File: src/rtl/vga_scan_renderer_pkg.sv
// Shared definitions for the display path: the category codes the game core
// returns for each pixel, the colour each category is drawn in, and the
// default 640x480@60 Hz timing for a 100 MHz system clock.
package vga_scan_renderer_pkg;

    typedef enum logic [3:0] {
        CAT_NONE   = 4'd0,
        CAT_WALL   = 4'd1,
        CAT_TANK   = 4'd2,
        CAT_BULLET = 4'd3
    } category_e;

    localparam logic [11:0] RGB_BLACK  = 12'h000;
    localparam logic [11:0] RGB_WALL   = 12'h888;
    localparam logic [11:0] RGB_TANK   = 12'h0F0;
    localparam logic [11:0] RGB_BULLET = 12'hF00;

    localparam int VGA_CLK_DIV  = 4;
    localparam int VGA_H_ACTIVE = 640;
    localparam int VGA_H_FP     = 16;
    localparam int VGA_H_SYNC   = 96;
    localparam int VGA_H_BP     = 48;
    localparam int VGA_V_ACTIVE = 480;
    localparam int VGA_V_FP     = 10;
    localparam int VGA_V_SYNC   = 2;
    localparam int VGA_V_BP     = 33;

    // Unknown codes draw as black so a corrupted category never lights a pixel.
    function automatic logic [11:0] category_colour(input logic [3:0] cat);
        logic [11:0] rgb_v;
        case (cat)
            CAT_NONE:   rgb_v = RGB_BLACK;
            CAT_WALL:   rgb_v = RGB_WALL;
            CAT_TANK:   rgb_v = RGB_TANK;
            CAT_BULLET: rgb_v = RGB_BULLET;
            default:    rgb_v = RGB_BLACK;
        endcase
        return rgb_v;
    endfunction

endpackage

File: src/rtl/vga_scan_renderer_if.sv
// Link between the renderer, the game core (coordinates out, category back)
// and the VGA connector pins.
interface vga_scan_renderer_if;

    logic [9:0] pixel_x;
    logic [9:0] pixel_y;
    logic [3:0] category;
    logic [3:0] vga_r;
    logic [3:0] vga_g;
    logic [3:0] vga_b;
    logic       hsync;
    logic       vsync;
    logic       frame_tick;

    modport master (
        output pixel_x, pixel_y, vga_r, vga_g, vga_b, hsync, vsync, frame_tick,
        input  category
    );

    modport slave (
        input  pixel_x, pixel_y, vga_r, vga_g, vga_b, hsync, vsync, frame_tick,
        output category
    );

endinterface

File: src/rtl/vga_scan_renderer_timing_gen.sv
// Scan timing: pixel-rate divider, horizontal/vertical counters, registered
// sync pulses and the frame start pulse. Every timing sum must fit in 10 bits
// (total <= 1024) and CLK_DIV must be at least 2 so the game core sees stable
// coordinates for at least one clock before they are sampled.
module vga_scan_renderer_timing_gen
    import vga_scan_renderer_pkg::*;
#(
    parameter int CLK_DIV  = VGA_CLK_DIV,
    parameter int H_ACTIVE = VGA_H_ACTIVE,
    parameter int H_FP     = VGA_H_FP,
    parameter int H_SYNC   = VGA_H_SYNC,
    parameter int H_BP     = VGA_H_BP,
    parameter int V_ACTIVE = VGA_V_ACTIVE,
    parameter int V_FP     = VGA_V_FP,
    parameter int V_SYNC   = VGA_V_SYNC,
    parameter int V_BP     = VGA_V_BP
) (
    input  logic       clk_100mhz,
    input  logic       rst,
    output logic [9:0] pixel_x,
    output logic [9:0] pixel_y,
    output logic       pix_tick,
    output logic       active,
    output logic       hsync,
    output logic       vsync,
    output logic       frame_tick
);

    localparam int DIV_W = $clog2(CLK_DIV);

    localparam logic [DIV_W-1:0] DIV_ZERO = {DIV_W{1'b0}};
    localparam logic [DIV_W-1:0] DIV_ONE  = DIV_W'(1);
    localparam logic [DIV_W-1:0] DIV_LAST = DIV_W'(CLK_DIV - 1);

    localparam logic [9:0] H_VIS        = 10'(H_ACTIVE);
    localparam logic [9:0] H_SYNC_FIRST = 10'(H_ACTIVE + H_FP);
    localparam logic [9:0] H_SYNC_LAST  = 10'(H_ACTIVE + H_FP + H_SYNC - 1);
    localparam logic [9:0] H_LAST       = 10'(H_ACTIVE + H_FP + H_SYNC + H_BP - 1);
    localparam logic [9:0] V_VIS        = 10'(V_ACTIVE);
    localparam logic [9:0] V_SYNC_FIRST = 10'(V_ACTIVE + V_FP);
    localparam logic [9:0] V_SYNC_LAST  = 10'(V_ACTIVE + V_FP + V_SYNC - 1);
    localparam logic [9:0] V_LAST       = 10'(V_ACTIVE + V_FP + V_SYNC + V_BP - 1);

    logic [DIV_W-1:0] div_r;
    logic [9:0]       pixel_x_r;
    logic [9:0]       pixel_y_r;
    logic             hsync_r;
    logic             vsync_r;
    logic             frame_tick_r;

    logic pix_tick_s;
    logic active_s;
    logic h_in_sync_s;
    logic v_in_sync_s;
    logic line_end_s;
    logic frame_end_s;

    // Decode of the current (pre-increment) counters used by this edge's updates.
    always_comb begin
        pix_tick_s  = (div_r == DIV_LAST);
        active_s    = (pixel_x_r < H_VIS) && (pixel_y_r < V_VIS);
        h_in_sync_s = (pixel_x_r >= H_SYNC_FIRST) && (pixel_x_r <= H_SYNC_LAST);
        v_in_sync_s = (pixel_y_r >= V_SYNC_FIRST) && (pixel_y_r <= V_SYNC_LAST);
        line_end_s  = (pixel_x_r == H_LAST);
        frame_end_s = line_end_s && (pixel_y_r == V_LAST);
    end

    // Pixel-rate divider: counts 0..CLK_DIV-1 and wraps on pix_tick.
    always_ff @(posedge clk_100mhz) begin
        if (rst) begin
            div_r <= DIV_ZERO;
        end else if (pix_tick_s) begin
            div_r <= DIV_ZERO;
        end else begin
            div_r <= div_r + DIV_ONE;
        end
    end

    // Scan counters advance only on pix_tick so the game core sees clean steps.
    always_ff @(posedge clk_100mhz) begin
        if (rst) begin
            pixel_x_r <= 10'd0;
            pixel_y_r <= 10'd0;
        end else if (pix_tick_s) begin
            if (line_end_s) begin
                pixel_x_r <= 10'd0;
                if (pixel_y_r == V_LAST) begin
                    pixel_y_r <= 10'd0;
                end else begin
                    pixel_y_r <= pixel_y_r + 10'd1;
                end
            end else begin
                pixel_x_r <= pixel_x_r + 10'd1;
                pixel_y_r <= pixel_y_r;
            end
        end else begin
            pixel_x_r <= pixel_x_r;
            pixel_y_r <= pixel_y_r;
        end
    end

    // Sync pulses describe the pixel just sampled, matching the colour register.
    always_ff @(posedge clk_100mhz) begin
        if (rst) begin
            hsync_r <= 1'b1;
            vsync_r <= 1'b1;
        end else if (pix_tick_s) begin
            hsync_r <= !h_in_sync_s;
            vsync_r <= !v_in_sync_s;
        end else begin
            hsync_r <= hsync_r;
            vsync_r <= vsync_r;
        end
    end

    // Frame pulse rises together with the counters wrapping to (0,0).
    always_ff @(posedge clk_100mhz) begin
        if (rst) begin
            frame_tick_r <= 1'b0;
        end else begin
            frame_tick_r <= pix_tick_s && frame_end_s;
        end
    end

    assign pixel_x    = pixel_x_r;
    assign pixel_y    = pixel_y_r;
    assign pix_tick   = pix_tick_s;
    assign active     = active_s;
    assign hsync      = hsync_r;
    assign vsync      = vsync_r;
    assign frame_tick = frame_tick_r;

endmodule

File: src/rtl/vga_scan_renderer.sv
// Display stage of the game core: scan timing plus the category-to-colour
// register, which lands in the same clock as the sync registers so RGB and
// sync always describe the same pixel.
module vga_scan_renderer
    import vga_scan_renderer_pkg::*;
#(
    parameter int CLK_DIV  = VGA_CLK_DIV,
    parameter int H_ACTIVE = VGA_H_ACTIVE,
    parameter int H_FP     = VGA_H_FP,
    parameter int H_SYNC   = VGA_H_SYNC,
    parameter int H_BP     = VGA_H_BP,
    parameter int V_ACTIVE = VGA_V_ACTIVE,
    parameter int V_FP     = VGA_V_FP,
    parameter int V_SYNC   = VGA_V_SYNC,
    parameter int V_BP     = VGA_V_BP
) (
    input  logic                 clk_100mhz,
    input  logic                 rst,
    vga_scan_renderer_if.master  vga
);

    logic [9:0]  pixel_x_s;
    logic [9:0]  pixel_y_s;
    logic        pix_tick_s;
    logic        active_s;
    logic        hsync_s;
    logic        vsync_s;
    logic        frame_tick_s;
    logic [11:0] rgb_r;

    vga_scan_renderer_timing_gen #(
        .CLK_DIV  (CLK_DIV),
        .H_ACTIVE (H_ACTIVE),
        .H_FP     (H_FP),
        .H_SYNC   (H_SYNC),
        .H_BP     (H_BP),
        .V_ACTIVE (V_ACTIVE),
        .V_FP     (V_FP),
        .V_SYNC   (V_SYNC),
        .V_BP     (V_BP)
    ) u_timing (
        .clk_100mhz (clk_100mhz),
        .rst        (rst),
        .pixel_x    (pixel_x_s),
        .pixel_y    (pixel_y_s),
        .pix_tick   (pix_tick_s),
        .active     (active_s),
        .hsync      (hsync_s),
        .vsync      (vsync_s),
        .frame_tick (frame_tick_s)
    );

    // Colour register: category is sampled at pix_tick, blanked outside the visible area.
    always_ff @(posedge clk_100mhz) begin
        if (rst) begin
            rgb_r <= RGB_BLACK;
        end else if (pix_tick_s) begin
            rgb_r <= active_s ? category_colour(vga.category) : RGB_BLACK;
        end else begin
            rgb_r <= rgb_r;
        end
    end

    assign vga.pixel_x    = pixel_x_s;
    assign vga.pixel_y    = pixel_y_s;
    assign vga.vga_r      = rgb_r[11:8];
    assign vga.vga_g      = rgb_r[7:4];
    assign vga.vga_b      = rgb_r[3:0];
    assign vga.hsync      = hsync_s;
    assign vga.vsync      = vsync_s;
    assign vga.frame_tick = frame_tick_s;

endmodule
File: src/flat_wrapper.sv
// flat-port wrapper written by rule: the top's interface ports become plain ports
module vga_scan_renderer_flat import vga_scan_renderer_pkg::*;
#(
    parameter int CLK_DIV  = VGA_CLK_DIV,
    parameter int H_ACTIVE = VGA_H_ACTIVE,
    parameter int H_FP     = VGA_H_FP,
    parameter int H_SYNC   = VGA_H_SYNC,
    parameter int H_BP     = VGA_H_BP,
    parameter int V_ACTIVE = VGA_V_ACTIVE,
    parameter int V_FP     = VGA_V_FP,
    parameter int V_SYNC   = VGA_V_SYNC,
    parameter int V_BP     = VGA_V_BP
)
  (clk_100mhz, rst, vga_pixel_x, vga_pixel_y, vga_vga_r, vga_vga_g, vga_vga_b, vga_hsync, vga_vsync, vga_frame_tick, vga_category);
  vga_scan_renderer_if vga_i ();
  input  logic clk_100mhz;
  input  logic rst;
  output wire logic [$bits(vga_i.pixel_x)-1:0] vga_pixel_x;
  output wire logic [$bits(vga_i.pixel_y)-1:0] vga_pixel_y;
  output wire logic [$bits(vga_i.vga_r)-1:0] vga_vga_r;
  output wire logic [$bits(vga_i.vga_g)-1:0] vga_vga_g;
  output wire logic [$bits(vga_i.vga_b)-1:0] vga_vga_b;
  output wire logic [$bits(vga_i.hsync)-1:0] vga_hsync;
  output wire logic [$bits(vga_i.vsync)-1:0] vga_vsync;
  output wire logic [$bits(vga_i.frame_tick)-1:0] vga_frame_tick;
  input wire logic [$bits(vga_i.category)-1:0] vga_category;
  assign vga_pixel_x = vga_i.pixel_x;
  assign vga_pixel_y = vga_i.pixel_y;
  assign vga_vga_r = vga_i.vga_r;
  assign vga_vga_g = vga_i.vga_g;
  assign vga_vga_b = vga_i.vga_b;
  assign vga_hsync = vga_i.hsync;
  assign vga_vsync = vga_i.vsync;
  assign vga_frame_tick = vga_i.frame_tick;
  assign vga_i.category = vga_category;
  vga_scan_renderer #(.CLK_DIV(CLK_DIV), .H_ACTIVE(H_ACTIVE), .H_FP(H_FP), .H_SYNC(H_SYNC), .H_BP(H_BP), .V_ACTIVE(V_ACTIVE), .V_FP(V_FP), .V_SYNC(V_SYNC), .V_BP(V_BP)) u_core (.clk_100mhz(clk_100mhz), .rst(rst), .vga(vga_i));
endmodule
File: config.mk
export PLATFORM = sky130hd
export DESIGN_NAME = vga_scan_renderer_flat
export DESIGN_NICKNAME = d
export VERILOG_FILES = /design/src/rtl/vga_scan_renderer_pkg.sv /design/src/rtl/vga_scan_renderer_if.sv /design/src/rtl/vga_scan_renderer_timing_gen.sv /design/src/rtl/vga_scan_renderer.sv /design/src/flat_wrapper.sv
export SDC_FILE = /design/constraint.sdc
export NUM_CORES = 1
export LEC_CHECK = 0
export CORE_ASPECT_RATIO = 0.8
export CORE_UTILIZATION = 35
export DETAILED_ROUTE_END_ITERATION = 8
export PLACE_DENSITY = 0.65
export SLEW_MARGIN = 20
export SYNTH_ARGS = -nofsm -noshare
export SYNTH_HDL_FRONTEND = slang
export SYNTH_SLANG_ARGS = --single-unit
File: constraint.sdc
create_clock -name clk_100mhz -period 2.2 [get_ports clk_100mhz]
set_clock_uncertainty 0.2 [all_clocks]
set_input_delay 0.44 -clock clk_100mhz [delete_from_list [all_inputs] [get_ports clk_100mhz]]
set_output_delay 0.44 -clock clk_100mhz [all_outputs]
set_load 0.005 [all_outputs]
==> results by group, run 1 <==
Outcome
  • Status: finished clean

Worst setup path
  • Slowest CP cell: or4_4
  • Critical path's largest stage delay: 0.59 ns
  • CP Max Fanout: 5
  • RR Startpoint: u_core.u_timing.pixel_x[0]
  • Startpoint types: flop
  • CP Capture Type: flop
  • R2R depth: 5
  • Crit path to: u_core.u_timing.pixel_y[7]
  • Worst Setup SP: u_core.u_timing.pixel_x[0]
  • Critical path depth: 5
  • Worst path required time: 2.22 ns
  • Top delay family on crit path: simple AND/OR/NAND/NOR gates
  • RR Endpoint: u_core.u_timing.pixel_y[7]
  • Crit path cell chain: ha_2, nand4_4, or4_4, or3_1, a21oi_2
  • Worst Path Buf+Inv: 0
  • Critical path arrival: 2.10 ns
  • Setup CP Type: reg -> reg
  • R2R setup slack: 0.12 ns

Detailed routing
  • Routed WL per cell: 14.30 µm
  • Drt pass-1 iters: 4
  • Total wire length: 3718 µm
  • Vias per Instance: 5.108
  • Antenna viol nets, final: 0
  • DRC: 0
  • Iter 0 DRT Violations: 22
  • Vias: 1328

Clock tree
  • H-tree levels: 2
  • CTS Buf Count: 5
  • CTS tree: done
  • CTS clock-pin slew for the worst setup and hold paths: 0.06 ns
  • Clock root cell: clkbuf_8
  • Setup Fix Bufs, Post-CTS: 0
  • Clk_lat worst skew: 0.28 ns
  • CTS sink count: 30
  • Clk buf depth: 2

Floorplanning
  • Die H: 60.80 µm
  • Total Die Area: 4590 µm²
  • Initial Util: 38.26%
  • Die width: 75.50 µm
  • # rows: 20
  • Core ar.: 3954 µm²
  • # IOs: 41

STA
  • RSZ-0062 raised after global routing: no
  • Min Tclk post-route: 2.076 ns
  • Maximum clock frequency: 481.8 MHz
  • Final setup fails: 0
  • Pins over their slew limit: 0
  • Fin crit share: 94.35%
  • Final Hold Vio Count: 0
  • Setup TNS: 0 ns

Yosys
  • Yosys reg bits: 30
  • Largest family of logic cells by synthesized area: simple AND/OR/NAND/NOR gates
  • Distinct cell type count after synthesis: 47
  • Synth Area in Compound Gates: 7.196%
  • Main flop type after synthesis: dfxtp_1
  • Synth area leader: dfxtp_1
  • Register area share after synthesis: 39.70%
  • Fraction of registers with async set/reset: 0%
  • Top-count cell post-synth: dfxtp_1
  • Syn Std Cell Area: 1513 µm²
  • Commonest cells in the netlist: dfxtp_1 (30), nor2_1 (15), xor2_1 (10)
  • Largest cells by area after synthesis: dfxtp_1 (40%), xor2_1 (5.8%), ha_1 (4.1%)
  • Multiplexer share of the synthesized area: 0.6617%
  • XOR/XNOR share of the synthesized area: 9.264%
  • Yosys warns: 0
  • Synth Area per Inst: 9.168 µm²
  • Top cell type's share of synthesized area: 39.70%
  • Number of synthesized flops with an enable pin: 0
  • Post-synthesis simple-gate area fraction: 31.10%
  • Post-Synth Adder-Cell Area: 4.136%
  • Gate Count Post-Synth: 165

Pwr
  • Leak: 0.0007314 µW
  • Clock power frac: 41.8%
  • Sw Ratio: 22.06%
  • Pwr dens: 520.2 nW/µm²
  • P_sw: 232.5 µW
  • Comb power frac: 5.6%
  • Int Pwr: 821.3 µW
  • Flop pwr share: 52.6%
  • VDD IR max: 0.2696 mV

Min path
  • Hold Crit Depth: 1
  • Hold WC Path Type: reg -> reg

Place
  • Number of placed instances, taps included: 254
  • Dpl cell area: 1941 µm²
  • Count of input and output buffers: 37
  • Routability Congestion: 0.8071
  • Post-DP HPWL: 2712 µm

Final layout
  • ANT cells: 0
  • Layout cells sized above 1: 14.63%
  • Fillers: 404
  • Fin area: 2026 µm²
  • Area of the multi-input gates: 805.8 µm²
  • Finished Layout Cells: 260
  • Register Area: 600.6 µm²
  • Area Overhead vs Synth: 33.91%
  • Final #Nets: 217

GRT
  • Largest net degree at the start of global routing: 19
  • Antenna violations before repair: 0
  • Vias in the first global route: 1313
  • Total congestion overflow: 0
  • First-pass GRT wire length: 6092 µm
  • Total track usage: 18.28%

Flow run
  • Max Cap Viol: 0
power groups by stage:
stage / registers, µW / clock network, µW / logic, µW
detailed placement: 566 / 0 / 58.9
CTS: 554 / 451 / 59.1
finish: 554 / 440 / 59.3
global placement: 565 / 0 / 56.9
floorplan: 566 / 0 / 35.7
global route: 555 / 477 / 65.5
repair_timing:
| action | CTS | global route |
|---|---|---|
| gates resized for setup | 0 | 1 |
| hold buffers | 0 | 0 |
| endpoints found under the hold margin | 0 | 0 |
| setup endpoints to repair | 0 | 2 |
flip-flops by register name, indices dropped and copies added, names as in the netlist:
name	flops
u_core.rgb_r	5
u_core.u_timing.div_r	2
u_core.u_timing.frame_tick	1
u_core.u_timing.hsync	1
u_core.u_timing.pixel_x	10
u_core.u_timing.pixel_y	10
u_core.u_timing.vsync	1
metrics by stage:
step,utilization (%),setup WS (ns),power [µW],hold slack (ns)
floorplan,-,0.09972,602.2,0.2043
global placement,49.08,0.1475,622.2,0.2121
detailed placement,49.08,0.1013,625.0,0.2323
CTS,51.17,0.08440,1065,0.2412
global route,51.23,0.03308,1098,0.2833
finish,51.23,0.1243,1054,0.2344
per-layer routing:
layer	vias to the layer above	global-route usage, %	part of all wire [%]
met2	38	30.87	46
met3	6	6.811	5.6
met1	629	21.72	47
met5	-	0	0
li1	655	-	-
met4	0	5.820	1.2
worst min path at each step:
stage / slack [ns] / startpoint / to
2_1_floorplan: 0.20 / u_core.u_timing.div_r[0] / u_core.u_timing.div_r[0]
3_3_place_gp: 0.21 / u_core.u_timing.div_r[0] / u_core.u_timing.div_r[0]
3_5_place_dp: 0.23 / u_core.u_timing.div_r[0] / u_core.u_timing.div_r[0]
4_1_cts: 0.24 / u_core.u_timing.div_r[0] / u_core.u_timing.div_r[0]
5_1_grt: 0.28 / u_core.u_timing.div_r[0] / u_core.u_timing.div_r[0]
6_report: 0.23 / u_core.u_timing.div_r[0] / u_core.u_timing.div_r[0]
worst register-to-register path: stages, from the launching register on:
cell and delay [ns]:
dfxtp_1 0.35, ha_2 0.24, nand4_4 0.14, or4_4 0.59
or3_1 0.38, a21oi_2 0.13
cell families (layout without fill, tap and decap cells):
family,count (synthesis),after routing
simple gates,75,75
flops,30,30
buf+inv,20,58
compound gates,17,17
xor+xnor,16,16
fa+ha+maj,5,5
other cells,1,3
mux,1,1
cell usage in the layout, fill, tap and decap left out, drive strengths merged:
cell type	netlist	routed
nand4bb	1	1
o21ai	4	4
mux2i	1	1
or3	2	2
buf	12	11
dfxtp	30	30
o31ai	1	1
xnor2	6	6
and4	3	3
o21bai	1	1
clkdlybuf4s50	0	37
or3b	2	2
nand3	8	8
and3	2	2
nor4	2	2
nor4bb	1	1
a21oi	8	8
ha	5	5
nor2b	1	1
o311ai	1	1
nor3	10	10
a31o	1	1
nand2	5	5
o32ai	1	1
nand3b	1	1
inv	4	4
and4b	1	1
nor4b	2	2
or4	3	3
nand2b	5	5
nor3b	1	1
nand4b	2	2
nor2	15	15
clkbuf	4	6
xor2	10	10
or2	1	1
nand4	7	7
conb	1	3
final cells by class:
cell class                      instances  area share, %
Clock buffer                            6          4.077
Inverter                                4         0.7412
Multi-Input combinational cell        117          39.78
Sequential cell                        30          29.65
Tap cell                               55          3.397
Timing Repair Buffer                   48          22.36
No activity file was read; power rests on OpenSTA's default activity.
==> run 2: changes to the inputs <==
--- a/config.mk
+++ b/config.mk
@@ -8,6 +8,7 @@
 export CORE_ASPECT_RATIO = 0.8
 export CORE_UTILIZATION = 35
 export DETAILED_ROUTE_END_ITERATION = 8
+export GPL_ROUTABILITY_DRIVEN = 0
 export PLACE_DENSITY = 0.65
 export SLEW_MARGIN = 20
 export SYNTH_ARGS = -nofsm -noshare
==> results of run 2 <==
The final DEF is identical to that of run 1; final timing and power are the same.
==> RTL change: new RTL, flow settings as in run 2 <==
`VGA_CLK_DIV`: 4 -> 2.
--- a/src/rtl/vga_scan_renderer_pkg.sv
+++ b/src/rtl/vga_scan_renderer_pkg.sv
@@ -17,3 +17,3 @@
 
-    localparam int VGA_CLK_DIV  = 4;
+    localparam int VGA_CLK_DIV  = 2;
     localparam int VGA_H_ACTIVE = 640;
Check against the original RTL: not equivalent (a bounded check fails within 4 cycles, from zero or initial values and one cycle with rst high).
==> RTL change against run 2 <==
Synthesized cell count up 1.2%. Setup slack better by 0.059 ns. Non-clock buffer count up 3. Cell area unchanged. Final cell count up 4.2%. Total power up 12%. Clock power up 29%. Area after synthesis down 5.5%. Sequential cell count down 1. Wire length down 13%.
==> RTL change: results (changes against run 2) <==
stage,metric,value,unit,change
worst_hold_path,hold_path_depth,2,,+1
status,status,finished clean,,
timing,hold_ws,0.292,ns,+0.0573 ns
place,placed_cell_area,1910,µm²,-1.6%
grt,gr-usage-all-layers,16.7,%,-1.6 points
grt,grt_pass1_vias,1094,,-17%
logic_synthesis,seq_area_frac_synth,40.6,%,+0.89 points
logic_synthesis,synth_mux_area_share,1.40,%,+0.74 points
logic_synthesis,synth_area_per_cell,8.56,µm²,-6.6%
place,dp.cells,263,,+3.5%
place,post-dp-hpwl,2.38,mm,-12%
logic_synthesis,synth-xor-area-share,9.19,%,-0.078 points
layout,drive_gt1_share,11.6,%,-3.1 points
detailed_routing,wl_met3,155,µm,-25%
critical_path,startpoint,u_core.u_timing.pixel_x[4],,
detailed_routing,m1WireLength,1.75,mm,-0.63%
detailed_routing,viasPerCell,4.64,,-9.2%
grt,grt_max_degree,15,,-4
power,total_leakage_power,0.703,nW,-3.9%
clock_tree,clk_path_buf_depth,2,,unchanged
clock_tree,cts_max_level,2,,unchanged
layout,final_cells,271,,+4.2%
clock_tree,cts_setup_buffers,0,,unchanged
worst_hold_path,holdCritStartpoint,u_core.rgb_r[3],,
critical_path,cp.arrival,2.03,ns,-0.07 ns
critical_path,reg2regPathDepth,4,,-1
timing,fin_crit_sh,91.7,%,-2.7 points
detailed_routing,drt-initial-drc-count,62,,+180%
place,port_buffers,37,,unchanged
detailed_routing,met2WireLength,1.28,mm,-25%
grt,grt.met2_usage,22.4,%,-8.5 points
critical_path,r2r_setup_slack,0.18,ns,+0.06 ns
logic_synthesis,synth_compound_area_share,6.91,%,-0.28 points
grt,grtUsageMet3,4.76,%,-2.0 points
critical_path,critPathMaxFanout,7,,+2
logic_synthesis,synth_warnings,0,,unchanged
detailed_routing,wl,3.22,mm,-13%
critical_path,crit_path_end,u_core.u_timing.pixel_y[9],,
logic_synthesis,ys_types,34,,-28%
worst_hold_path,hold_path_end,u_core.rgb_r[3],,
grt,grt_pass1_wl,5.26,mm,-14%
logic_synthesis,yosys-top-cells-area,"dfxtp_1 (41%), nor2_1 (6.6%), xnor2_1 (5.5%)",,
layout,final_nets,225,,+3.7%
grt,use_met1,24.5,%,+2.8 points
logic_synthesis,synthTopCellsByCount,"dfxtp_1 (29), nor2_1 (25), nand2_1 (10)",,
logic_synthesis,synth_fa_ha_area_share,3.50,%,-0.64 points
power,ir_worst_vdd,499,µV,+85%
RTL change: cell count changes after synthesis, sizes merged, moves of 3 or more:
cell          run 2  this run
nor2             15        25
nor3             10         4
nand2             5        10
nor4              2         7
buf              12         8
xor2             10         6
and4              3         0
nand3             8         5
xnor2             6         9
RTL change: power by group:
| part | internal [mW] | switching, mW | total, mW |
|---|---|---|---|
| logic | 0.0393 | 0.0333 | 0.0726 |
| clock network | 0.369 | 0.200 | 0.569 |
| registers | 0.533 | 0.00499 | 0.538 |
RTL change: layout make-up:
cell class | count | area, µm²
Fill cell | 373 | 1830
Multi-Input combinational cell | 122 | 762
Inverter | 6 | 22.5
Clock buffer | 7 | 86.3
Timing Repair Buffer | 51 | 475
Tap cell | 55 | 68.8
Clock inverter | 1 | 30.0
Sequential cell | 29 | 581
